File: src/rtl/parity_pkg.sv
// Shared definitions for the XOR-parity serial link (receiver today, transmitter later).
// ODD_PARITY_EN selects odd parity; the default build checks even parity.
package parity_pkg;

    typedef enum logic [2:0] {
        ST_IDLE   = 3'd0,
        ST_START  = 3'd1,
        ST_DATA   = 3'd2,
        ST_PARITY = 3'd3,
        ST_STOP   = 3'd4,
        ST_BREAK  = 3'd5
    } rx_state_t;

    localparam logic START_BIT = 1'b0;
    localparam logic STOP_BIT  = 1'b1;

    // acc is the XOR of all data bits; p is the received parity bit.
    function automatic logic parity_err_of(input logic acc, input logic p);
`ifdef ODD_PARITY_EN
        return ~(acc ^ p);
`else
        return acc ^ p;
`endif
    endfunction

endpackage

File: src/rtl/parity_acc.sv
// Running-XOR flop: cleared at the start of a frame, folds in each sampled data bit.
module parity_acc (
    input  logic clk,
    input  logic rst,
    input  logic clr,
    input  logic en,
    input  logic bit_in,
    output logic acc
);

    always_ff @(posedge clk or posedge rst) begin
        if (rst) begin
            acc <= 1'b0;
        end else if (clr) begin
            acc <= 1'b0;
        end else if (en) begin
            acc <= acc ^ bit_in;
        end
    end

endmodule

File: src/rtl/parity_rx.sv
// Serial parity receiver: start, DATA_W data bits LSB first, parity, stop; idle line high.
// Parity sense comes from parity_pkg (ODD_PARITY_EN selects odd parity).
module parity_rx
    import parity_pkg::*;
#(
    parameter int DATA_W       = 8,
    parameter int CLKS_PER_BIT = 4
) (
    input  logic              clk,
    input  logic              rst,
    input  logic              rx_in,
    output logic [DATA_W-1:0] rx_data,
    output logic              rx_valid,
    output logic              parity_err,
    output logic              frame_err,
    output logic              busy
);

    localparam int TICK_W = $clog2(CLKS_PER_BIT);
    localparam int BIT_W  = $clog2(DATA_W + 1);
    localparam logic [TICK_W-1:0] HALF_TICK = TICK_W'(CLKS_PER_BIT / 2 - 1);
    localparam logic [TICK_W-1:0] LAST_TICK = TICK_W'(CLKS_PER_BIT - 1);
    localparam logic [BIT_W-1:0]  LAST_BIT  = BIT_W'(DATA_W - 1);

    rx_state_t          state;
    rx_state_t          state_next;
    logic               rx_meta;
    logic               rx_s;
    logic [TICK_W-1:0]  tick;
    logic [BIT_W-1:0]   bit_cnt;
    logic [DATA_W-1:0]  shift;
    logic               p_bit;
    logic               acc;
    logic               sample_pt;
    logic               acc_clr;
    logic               acc_en;
    logic               stop_take;

    // Two-flop synchronizer; resets to the idle (high) line level.
    always_ff @(posedge clk or posedge rst) begin
        if (rst) begin
            rx_meta <= 1'b1;
            rx_s    <= 1'b1;
        end else begin
            rx_meta <= rx_in;
            rx_s    <= rx_meta;
        end
    end

    always_ff @(posedge clk or posedge rst) begin
        if (rst) begin
            state <= ST_IDLE;
        end else begin
            state <= state_next;
        end
    end

    always_comb begin
        state_next = state;
        case (state)
            ST_IDLE:   if (rx_s == START_BIT) state_next = ST_START;
            ST_START:  if (sample_pt) state_next = (rx_s == START_BIT) ? ST_DATA : ST_IDLE;
            ST_DATA:   if (sample_pt && bit_cnt == LAST_BIT) state_next = ST_PARITY;
            ST_PARITY: if (sample_pt) state_next = ST_STOP;
            ST_STOP:   if (sample_pt) state_next = (rx_s == STOP_BIT) ? ST_IDLE : ST_BREAK;
            ST_BREAK:  if (rx_s == STOP_BIT) state_next = ST_IDLE;
            default:   state_next = ST_IDLE;
        endcase
    end

    // The start bit is checked half a bit in; every later bit one full bit after that.
    always_comb begin
        sample_pt = (state == ST_START) ? (tick == HALF_TICK) : (tick == LAST_TICK);
        busy      = (state != ST_IDLE);
        acc_clr   = (state == ST_START);
        acc_en    = (state == ST_DATA) && sample_pt;
        stop_take = (state == ST_STOP) && sample_pt;
    end

    always_ff @(posedge clk or posedge rst) begin
        if (rst) begin
            tick    <= '0;
            bit_cnt <= '0;
            shift   <= '0;
            p_bit   <= 1'b0;
        end else begin
            if (state == ST_IDLE || state == ST_BREAK || sample_pt) begin
                tick <= '0;
            end else begin
                tick <= tick + 1'b1;
            end

            if (state == ST_IDLE) begin
                bit_cnt <= '0;
            end else if (acc_en) begin
                bit_cnt <= bit_cnt + 1'b1;
                for (int i = 0; i < DATA_W; i++) begin
                    if (bit_cnt == BIT_W'(i)) shift[i] <= rx_s;
                end
            end

            if (state == ST_PARITY && sample_pt) begin
                p_bit <= rx_s;
            end
        end
    end

    parity_acc u_acc (
        .clk    (clk),
        .rst    (rst),
        .clr    (acc_clr),
        .en     (acc_en),
        .bit_in (rx_s),
        .acc    (acc)
    );

    // Result registers: flags only live for the single rx_valid cycle, data holds.
    always_ff @(posedge clk or posedge rst) begin
        if (rst) begin
            rx_valid   <= 1'b0;
            rx_data    <= '0;
            parity_err <= 1'b0;
            frame_err  <= 1'b0;
        end else begin
            rx_valid <= stop_take;
            if (stop_take) begin
                rx_data    <= shift;
                parity_err <= parity_err_of(acc, p_bit);
                frame_err  <= (rx_s != STOP_BIT);
            end else begin
                parity_err <= 1'b0;
                frame_err  <= 1'b0;
            end
        end
    end

endmodule

File: config.mk
export PLATFORM = sky130hd
export DESIGN_NAME = parity_rx
export DESIGN_NICKNAME = d
export VERILOG_FILES = /design/src/rtl/parity_pkg.sv /design/src/rtl/parity_acc.sv /design/src/rtl/parity_rx.sv
export SDC_FILE = /design/constraint.sdc
export NUM_CORES = 1
export LEC_CHECK = 0
export ABC_AREA = 1
export ABC_CLOCK_PERIOD_IN_PS = 4500
export CAP_MARGIN = 20
export CORE_AREA = 2 2 62 64
export CTS_CLUSTER_DIAMETER = 50
export DETAILED_ROUTE_END_ITERATION = 8
export DIE_AREA = 0 0 64 66
export DONT_BUFFER_PORTS = 1
export PLACE_DENSITY = 0.68
export SYNTH_ARGS = -nofsm -noshare
export SYNTH_HDL_FRONTEND = slang
export SYNTH_SLANG_ARGS = --single-unit
File: constraint.sdc
create_clock -name clk -period 4.5 [get_ports clk]
set_clock_uncertainty 0.05 [all_clocks]
set_input_delay 0.675 -clock clk [delete_from_list [all_inputs] [get_ports clk]]
set_output_delay 0.675 -clock clk [all_outputs]
set_load 0.05 [all_outputs]
==> metrics.md <==
| Metric | Value |
|---|---|
| Mapped Cells | 182 |
| Synthesized cell area | 0.00154 mm^2 |
| Post-synthesis register bit count | 32 |
| Clk buf depth | 2 |
| Worst skew pair latency | about 0.34 ns |
| Post-synthesis cell type count | 26 |
| Antenna violations before repair | 0 |
| Total core area | about 0.0036 mm^2 |
| Post-CTS Hold Buffers | 0 |
| Worst path required time | between 3 and 4 ns |
| Initial DRT Pass Iterations | 4 |
| Filler cell count | 339 |
| Post-synth EDFFs | 0 |
| Setup violators final | 0 |
| CTS tree | built |
| Post-CTS setup buffers | 0 |
| Port bufs | 0 |
| Total GRT Usage | 0.154 |
| Largest net degree at the start of global routing | 33 |
| Share of the synthesized area in the top cell type | 0.487 |
| Post-CTS Resized | 0 |
| Die H | about 66 um |
| H-tree levels | 2 |
| Area occupied by multi-input gates | 639 um^2 |
| RSZ-0062 raised after global routing | no |
| Global placer's final weighted congestion | ~0.9 |
| Status | finished clean |
| Fin crit period | 2.14 ns |
| Crit path capture type | output pin |
| Final Max Tran Viols | 0 |
| Top FF cell, synth | dfrtp_1 |
| Nets | 193 |
| Starting density of the core | 0.434 |
| Register Area | 803 um^2 |
| DRT iter0 DRCs | 53 |
| DIE AREA | between 0.004 and 0.005 mm^2 |
| Biggest area consumer among synthesized cells | dfrtp_1 |
| Total gr overflow | 0 |
| # diodes | 0 |
| Most frequent cell after synthesis | nand2_1 |
| Vias per cell | roughly 4.8 |
| # clock sinks | 32 |
| P_leak | between 0.0008 and 0.0009 uW |
| Die X | between 60 and 70 um |
| # IOs | 15 |
| Path type of the worst setup path | reg2out |
| Antenna viol nets, final | 0 |
| Area Overhead vs Synth | 7.39% |
| Critical Path Source Type | flip-flop |
| WP data arrival | around 1.4 ns |
| Rel. slew slack | 0.614 |
| DR vias | 1133 |
| Fmax | approximately 470 MHz |
| Detailed Route WL | ~2700 um |
| Rows | 22 |
| Post-synthesis sequential area ratio | 0.522 |
| Wire length per cell | approximately 11 um |
| Syn nets | approximately 190 |
| Worst r2r path cells | 9 |
| Number of global-route vias before repair | 1097 |
| Final Util | 0.466 |
| Yosys warnings | 0 |
| Hold crit path type | in2async |
| Clock-pin slew on the worst setup and hold paths | about 0.11 ns |
| Async S/R FF share, synth | 1.00 |
| Max-Cap Viols | 0 |
| CP Max Fanout | 9 |
| First-pass GRT wire length | 4970 um |
| Mean Syn Cell Area | around 8.5 um^2 |
| Clk root buf | clkbuf_4 |
| Fin Setup TNS | 0 ns |
| Fin. Hold Viols | 0 |
| Maximum vdd ir drop | around 0.37 mV |
| Post-DP HPWL | 1830 um |
| Pwr dens | ~530 mW/mm^2 |
| Layout cell share with drive strength beyond 1 | 0.128 |
| Cts bufs inserted | 5 |
| Commonest cells in the netlist | nand2_1 (69), dfrtp_1 (30), nand3_1 (15) |
| Synth area leaders | dfrtp_1 (49%), nand2_1 (17%), nand3_1 (4.9%) |
| Worst slew pin tran | a little under 0.6 ns |
| Period utilisation layout | 0.475 |
| # DRC | 0 |
-- worst max-delay path, cell delays in order (launching register included) --
cell and delay, ns:
dfrtp_1 0.52, nor2_1 0.10, nand2_1 0.45
-- final cells by class --
cell class	instances	area share
multi-input cells	129	0.387
flip-flops and latches	32	0.486
repair buffers	1	0.00454
clock buffers	5	0.0227
inverters	17	0.0386
clock inverters	3	0.0257
well taps	48	0.0363
-- per-stage QoR --
stage | area, um^2 | hold slack [ns] | cells | total power (uW) | setup slack (ns)
finish | 1650 | 0.238 | 235 | 883 | 2.36
global route | 1650 | 0.250 | 235 | 953 | 2.27
CTS | 1650 | 0.238 | 235 | 895 | 2.33
detailed placement | 1570 | 0.301 | 227 | 669 | 2.68
global placement | 1570 | 0.298 | 227 | 667 | 2.72
floorplan | 1540 | 0.295 | 182 | 633 | 2.83
-- cell families after synthesis --
logic type | after synthesis | synth area share
AO/OA/AOI/OAI | 9 | 0.0317
XOR/XNOR | 2 | 0.0114
adder cells (fa/ha/maj) | 4 | 0.0325
buffers and inverters | 21 | 0.0634
flip-flops | 32 | 0.522
AND/OR/NAND/NOR | 114 | 0.340
-- path summary, 6_finish.rpt --
check	start	slack (ns)	end
max	state[0]	2.36	busy
min	rst	0.24	shift[7]
min reg2reg	rx_meta	0.30	rx_s
max in group asynchronous	rst	3.83	rx_meta
max reg2reg	state[0]	2.63	state[2]
min in group clk	rx_in	0.27	rx_meta
-- where the power goes --
group | leakage [uW] | switching (uW) | internal, uW
combinational | 0.000394 | 184 | 82.3
sequential | 0.000430 | 68.3 | 330
clock | 0.0000412 | 103 | 116
-- metal layers --
layer	vias to the layer above	global-route usage	part of all wire
met5	-	0	0
met4	0	0.0734	0.023
met3	7	0.0528	0.054
met2	29	0.227	0.43
met1	507	0.203	0.49
li1	590	-	-
-- flip-flops by register name, summed over array words and instances, names as in the netlist --
| register | flops |
|---|---|
| bit_cnt | 4 |
| rx_s | 1 |
| u_acc.acc | 1 |
| shift | 8 |
| rx_data | 8 |
| parity_err | 1 |
| frame_err | 1 |
| rx_meta | 1 |
| p_bit | 1 |
| rx_valid | 1 |
| state | 3 |
| tick | 2 |
-- placed cells by master (no fill, tap or decap), types with 2 or more instances in the layout --
cell	n
nand3_1	15
inv_1	13
nor2_1	12
dfstp_2	2
nand2_1	69
a21oi_1	3
o21ai_0	4
ha_1	4
dfrtp_1	30
clkbuf_4	5
inv_2	4
nand2_2	2
nand4_1	9
Note: power is estimated with default switching activity, not from simulation.
